==> src/rtl/elastic_pkg.sv <==
// Shared constants and helpers for the elastic dataflow library.
package elastic_pkg;

  localparam int unsigned ELASTIC_N_OUT_DEF  = 4;
  localparam int unsigned ELASTIC_DATA_W_DEF = 8;

  // One valid/ready handshake pair.
  typedef struct packed {
    logic valid;
    logic ready;
  } hs_t;

  // Width of a bus carrying n lanes of w bits each.
  function automatic int unsigned bus_w(input int unsigned n, input int unsigned w);
    return n * w;
  endfunction

  // Low bit of lane idx in a bus of w-bit lanes.
  function automatic int unsigned slice_lo(input int unsigned idx, input int unsigned w);
    return idx * w;
  endfunction

endpackage

==> src/rtl/eager_fork_slot.sv <==
// One output lane of the eager fork: remembers whether this lane has taken
// the current head token and produces its valid, transfer and completion term.
module eager_fork_slot (
  input  logic clk,
  input  logic rst,
  input  logic tv,
  input  logic tm,
  input  logic n_ready,
  input  logic complete,
  output logic n_valid,
  output logic xfer,
  output logic term,
  output logic done
);

  logic done_q;
  logic done_d;

  always_comb begin
    n_valid = tv & tm & ~done_q;
    xfer    = n_valid & n_ready;
    term    = ~tm | done_q | xfer;
    done    = done_q;
    done_d  = complete ? 1'b0 : (done_q | xfer);
  end

  always_ff @(posedge clk) begin
    if (rst) begin
      done_q <= 1'b0;
    end else begin
      done_q <= done_d;
    end
  end

endmodule

==> src/rtl/eager_fork_masked.sv <==
// Masked eager fork: broadcasts one token to the outputs selected by its mask.
// Define EAGER_FORK_INPUT_BUF_EN to insert a one-entry input register.
module eager_fork_masked
  import elastic_pkg::*;
#(
  parameter int unsigned N_OUT  = ELASTIC_N_OUT_DEF,
  parameter int unsigned DATA_W = ELASTIC_DATA_W_DEF
) (
  input  logic                              clk,
  input  logic                              rst,
  input  logic [DATA_W-1:0]                 p_data,
  input  logic [N_OUT-1:0]                  p_mask,
  input  logic                              p_valid,
  output logic                              p_ready,
  output logic [bus_w(N_OUT, DATA_W)-1:0]   n_data,
  output logic [N_OUT-1:0]                  n_valid,
  input  logic [N_OUT-1:0]                  n_ready,
  output logic                              busy
);

  logic              tv;
  logic [DATA_W-1:0] td;
  logic [N_OUT-1:0]  tm;
  logic [N_OUT-1:0]  term;
  logic [N_OUT-1:0]  xfer;
  logic [N_OUT-1:0]  done;
  logic              complete;

`ifdef EAGER_FORK_INPUT_BUF_EN
  logic              full_q, full_d;
  logic [DATA_W-1:0] td_q, td_d;
  logic [N_OUT-1:0]  tm_q, tm_d;
  logic              load;

  // Opaque input register; a load and a completion may share a cycle.
  always_comb begin
    tv      = full_q;
    td      = td_q;
    tm      = tm_q;
    p_ready = ~full_q | complete;
    load    = p_valid & p_ready;
    full_d  = full_q;
    td_d    = td_q;
    tm_d    = tm_q;
    if (load) begin
      full_d = 1'b1;
      td_d   = p_data;
      tm_d   = p_mask;
    end else if (complete) begin
      full_d = 1'b0;
    end
  end

  always_ff @(posedge clk) begin
    if (rst) begin
      full_q <= 1'b0;
    end else begin
      full_q <= full_d;
    end
  end

  always_ff @(posedge clk) begin
    td_q <= td_d;
    tm_q <= tm_d;
  end
`else
  always_comb begin
    tv      = p_valid;
    td      = p_data;
    tm      = p_mask;
    p_ready = complete;
  end
`endif

  for (genvar i = 0; i < N_OUT; i++) begin : g_slot
    eager_fork_slot u_slot (
      .clk      (clk),
      .rst      (rst),
      .tv       (tv),
      .tm       (tm[i]),
      .n_ready  (n_ready[i]),
      .complete (complete),
      .n_valid  (n_valid[i]),
      .xfer     (xfer[i]),
      .term     (term[i]),
      .done     (done[i])
    );
  end

  // Token retires once every selected lane has taken it, now or earlier.
  always_comb begin
    complete = tv & (&term);
    busy     = |done;
    n_data   = {N_OUT{td}};
  end

endmodule

==> config.mk <==
export PLATFORM = sky130hd
export DESIGN_NAME = eager_fork_masked
export DESIGN_NICKNAME = d
export VERILOG_FILES = /design/src/rtl/elastic_pkg.sv /design/src/rtl/eager_fork_slot.sv /design/src/rtl/eager_fork_masked.sv
export SDC_FILE = /design/constraint.sdc
export NUM_CORES = 1
export LEC_CHECK = 0
export CAP_MARGIN = 15
export CORE_MARGIN = 2
export CORE_UTILIZATION = 28
export DETAILED_ROUTE_END_ITERATION = 8
export HOLD_SLACK_MARGIN = 0.08
export PLACE_DENSITY = 0.87
export SETUP_SLACK_MARGIN = 0.1
export SKIP_LAST_GASP = 1
export SLEW_MARGIN = 25
export SYNTH_ARGS = -nofsm -noshare
export SYNTH_HDL_FRONTEND = slang
export SYNTH_HIERARCHICAL = 1
export SYNTH_SLANG_ARGS = --single-unit
export TNS_END_PERCENT = 100
==> constraint.sdc <==
create_clock -name clk -period 1.85 [get_ports clk]
set_clock_uncertainty 0.2 [all_clocks]
set_input_delay 0.555 -clock clk [delete_from_list [all_inputs] [get_ports clk]]
set_output_delay 0.555 -clock clk [all_outputs]
set_load 0.02 [all_outputs]
==> impl_metrics.ini, run 1 <==
[place]
finalWeightedCongestion = 0.748
place_hpwl_um = 677
placed_cells = 71
port-buffer-count = 16

[global_route]
grt_start_max_net_pins = 8
grt_antenna_before_repair = 0
grt_pass1_wl_um = 1450
grt_util_all_layers_pct = 9.76
grt_pass1_vias = 378
overflow = 0

[synth]
synth_cells = 64
syn_avg_cell_area_um2 = 7.51
synth_nets = 83
synth_warnings = 6
syn_area_um2 = 480

[layout]
area_growth_pct = 21.6
final_core_util_pct = 37.5
drive_above_1_share_pct = 76.2
final_nets = 84
num-fill-cells = 149
finalNonFillerCells = 79
n_antenna_cell = 0
largest_register_ffs = 4

[timing]
hold_viol = 0
slew_viol_final = 0
max-slew-margin-rel_pct = 84.3
setup_viol = 3
period_share_pct = 106
timing.final.crit_period_ps = 1960
rsz0062_at_grt = yes
layout_setup_ws_ps = -112
max_freq_ghz = 0.510
worst_pin_slew_ps = 235

[floorplanning]
start_util_pct = 30.8
row_count = 14
coreArea_mm2 = 0.00156
die-area_mm2 = 0.00206
ioPinCount = 57
dieWidth_um = 45.4
die_height_um = 45.4

[setup_path]
cp.required_ps = 1090
crit_arrival_ps = 1210
endpoint_kind = output pin
cp_max_fo = 2
r2r-start = g_slot[2].u_slot/done
critical_path.endpoint = busy
startpoint = g_slot[2].u_slot/done
r2r_slack_ps = 400
r2r-end = g_slot[1].u_slot/done
cp-start-kind = flip-flop
r2r.worst_path.cells = 7
worst-setup-path-type = flip-flop to output pin

[power]
power.density_mw_per_mm2 = 563
ir_drop_mv = 0.313
p_leak_nw = 0.276

[clock_network]
numClockSinks = 4
cts_buffer_depth = 2
path_clk_slew_ps = 40
cts_hold_buffers = 0
clk_latency_ps = 230
htree_levels = 1
cts_buffers = 3
root_buffer = clkbuf_4
cts_tree = done

[hold_path]
hold_class = flip-flop to flip-flop
hold_start = g_slot[0].u_slot/done

[drt]
drtAntennaViolNets = 0
met3_length_um = 69
highest_layer = met3
viasPerCell = 4.61
first_pass_iters = 4
vias = 364
wl_met1_um = 349
drc = 0
wl_per_cell_um = 11.6
drt_iter0_drc = 3
wl_met2_um = 497
routed_wl_um = 916

[run]
drv_cap = 0

[outcome]
status = finished with violations
failed_checks = negative setup slack
[final cells by class]
type | instances | area, um^2 | share of cell area, %
well taps | 16 | 20.0 | 3.43
flip-flops and latches | 4 | 83.8 | 14.3
multi-input cells | 28 | 206 | 35.3
clock buffers | 3 | 22.5 | 3.85
repair buffers | 28 | 251 | 43.0
[through the flow]
step           power [mW]  setup slack, ps  hold slack [ps]  setup TNS (ps)  instance area [um^2]
2_1_floorplan       0.237              101              295               0                   488
3_3_place_gp        0.198            -1010              390           -5630                   480
3_5_place_dp        0.200            -1060              399           -6070                   480
4_1_cts             0.320             -123              436            -237                   541
5_1_grt             0.352             -149              452            -286                   584
6_report            0.329             -112              424            -157                   584
[timing repair]
item                       in CTS  in global routing
setup buffers                   4                  1
setup endpoints to repair      10                  6
pin swaps                      11                  6
gates resized for setup        77                 15
[placed cells by master (no fill, tap or decap), types with 2 or more instances in the layout]
master	count
nor2_2	2
nor3_2	4
clkbuf_2	2
nand3b_1	4
buf_6	7
nand2_2	4
clkbuf_4	3
buf_2	6
nand2_1	4
dfxtp_2	3
a31oi_1	4
buf_12	2
buf_4	9
nor2_4	2
[where the power goes]
part           switching [mW]  total (mW)  internal [mW]  leakage [nW]
Combinational          0.0581       0.129         0.0710         0.228
Clock                  0.0320       0.104         0.0723        0.0138
Sequential            0.00309      0.0952         0.0921        0.0340
[worst min-delay path by stage]
stage | slack, ps | end | depth (start not counted)
finish | 420 | g_slot[0].u_slot/done | 3
floorplan | 300 | g_slot[2].u_slot/done | 2
detailed placement | 400 | g_slot[2].u_slot/done | 3
global placement | 390 | g_slot[2].u_slot/done | 3
CTS | 440 | g_slot[3].u_slot/done | 3
global route | 450 | g_slot[1].u_slot/done | 3
[critical path, stage by stage (launching register included)]
cell     delay [ps]
dfxtp_2         310
or4_4           530
buf_6           150
[metal layers]
metal / up-vias / track usage, %
met2: 11 / 14.9
met5: - / 0
met1: 175 / 11.0
li1: 178 / -
met4: 0 / 7.65
met3: 0 / 3.17
Note: power is estimated with default switching activity, not from simulation.
==> inputs of run 2 (changes only) <==
- RECOVER_POWER: unset -> 25
- clock period: 1.85 -> 1.9 ns (I/O delays scaled with it)
==> impl_metrics.ini, run 2 (synthesized netlist as in run 1, its figures left out) <==
[drt]
drc = 0
vias = 366
viasPerCell = 4.63
wl_per_cell_um = 11.6
drt_iter0_drc = 3
routed_wl_um = 920
drtAntennaViolNets = 0
first_pass_iters = 4

[layout]
n_antenna_cell = 0
num-fill-cells = 149
layout_common_cells = buf_4, buf_6, buf_2
layout_commonest_cell = buf_4
postLayoutCellArea_um2 = 584
finalNonFillerCells = 79
final_nets = 84
area_growth_pct = 21.6
drive_above_1_share_pct = 76.2
largest_register_ffs = 4
multiInputGateArea_um2 = 206
seqCellArea_um2 = 83.8

[floorplanning]
ioPinCount = 57
start_util_pct = 30.8
die_height_um = 45.4
coreArea_mm2 = 0.00156
row_count = 14
dieWidth_um = 45.4
die-area_mm2 = 0.00206

[clock_network]
numClockSinks = 4
cts_buffers = 3
cts_buffer_depth = 2
clk_latency_ps = 230
cts_hold_buffers = 0
cts_tree = done
root_buffer = clkbuf_4
path_clk_slew_ps = 40
htree_levels = 1

[setup_path]
cp-start-kind = flip-flop
crit_arrival_ps = 1210
endpoint_kind = output pin
r2r-start = g_slot[2].u_slot/done
startpoint = g_slot[2].u_slot/done
worst-setup-path-type = flip-flop to output pin
cp_max_fo = 2
cp.required_ps = 1130

[power]
cellInternalPower_mw = 0.229
p_leak_nw = 0.276
p_seq_share_pct = 29.0
switching_share_pct = 28.4
combPwrFrac_pct = 39.3
ir_drop_mv = 0.305
switchingPower_mw = 0.0909
clockPowerShare_pct = 31.7
power.density_mw_per_mm2 = 548

[global_route]
grt_pass1_vias = 378
grt_pass1_wl_um = 1450
grt_start_max_net_pins = 8
grt_util_all_layers_pct = 9.76
overflow = 0
grt_antenna_before_repair = 0

[timing]
finalHoldWorstSlack_ps = 424
slew_viol_final = 0
worst_pin_slew_ps = 235
max_freq_ghz = 0.506
setup_viol = 2
period_share_pct = 104
layout_setup_ws_ps = -77.5
max-slew-margin-rel_pct = 84.3
rsz0062_at_grt = yes
timing.final.crit_period_ps = 1980
hold_viol = 0

[place]
port-buffer-count = 16
place_area_um2 = 480
place_hpwl_um = 677
finalWeightedCongestion = 0.748
placed_cells = 71
pre_cts_ws_ps = -1040

[outcome]
status = finished with violations
failed_checks = negative setup slack

[hold_path]
hold_class = flip-flop to flip-flop
hold_start = g_slot[0].u_slot/done

[run]
drv_cap = 0
-- run 2: metal layers --
| layer | part of all wire (%) | GRT usage (%) | routed length [um] | up-vias |
|---|---|---|---|---|
| met5 | 0 | 0 | 0 | - |
| met4 | 0 | 7.65 | 0 | 0 |
| met3 | 7.5 | 3.17 | 69 | 0 |
| met2 | 54 | 14.9 | 498 | 11 |
| met1 | 38 | 11.0 | 352 | 177 |
| li1 | - | - | - | 178 |
-- run 2: per-stage QoR --
step	setup TNS, ps	util [%]	power, mW
after global placement	-5350	30.8	0.193
final	-88.4	37.5	0.320
after global routing	-189	37.5	0.343
after CTS	-163	34.8	0.312
after detailed placement	-5800	30.8	0.195
after floorplan	0	-	0.231
-- run 2: power by group through the flow --
| stage | clock [mW] | combinational, mW | sequential [mW] |
|---|---|---|---|
| after floorplan | 0 | 0.138 | 0.0930 |
| after global placement | 0 | 0.100 | 0.0927 |
| after detailed placement | 0 | 0.102 | 0.0933 |
| after CTS | 0.106 | 0.113 | 0.0925 |
| after global routing | 0.115 | 0.135 | 0.0935 |
| final | 0.102 | 0.126 | 0.0927 |
-- run 2: cell type report --
type / count / area share (%)
Timing Repair Buffer: 28 / 43.0
Multi-Input combinational cell: 28 / 35.3
Sequential cell: 4 / 14.3
Clock buffer: 3 / 3.85
Tap cell: 16 / 3.43
-- run 2: worst paths after layout --
check	slack (ps)	end	cells after the start
setup / recovery	-80	busy	2
hold / removal	420	g_slot[0].u_slot/done	3
setup reg to reg	460	g_slot[1].u_slot/done	7
hold reg to reg	420	g_slot[0].u_slot/done	3
-- run 2: worst max-delay path, cell delays in order, from the launching register on --
cell and delay (ps):
dfxtp_2 310, or4_4 530, buf_6 150
-- run 2: repair_timing --
action,4_1_cts,5_1_grt
cloned,0,0
pin swaps,14,6
endpoints found under the setup margin,10,6
gates resized for setup,78,14
setup buffers,4,1
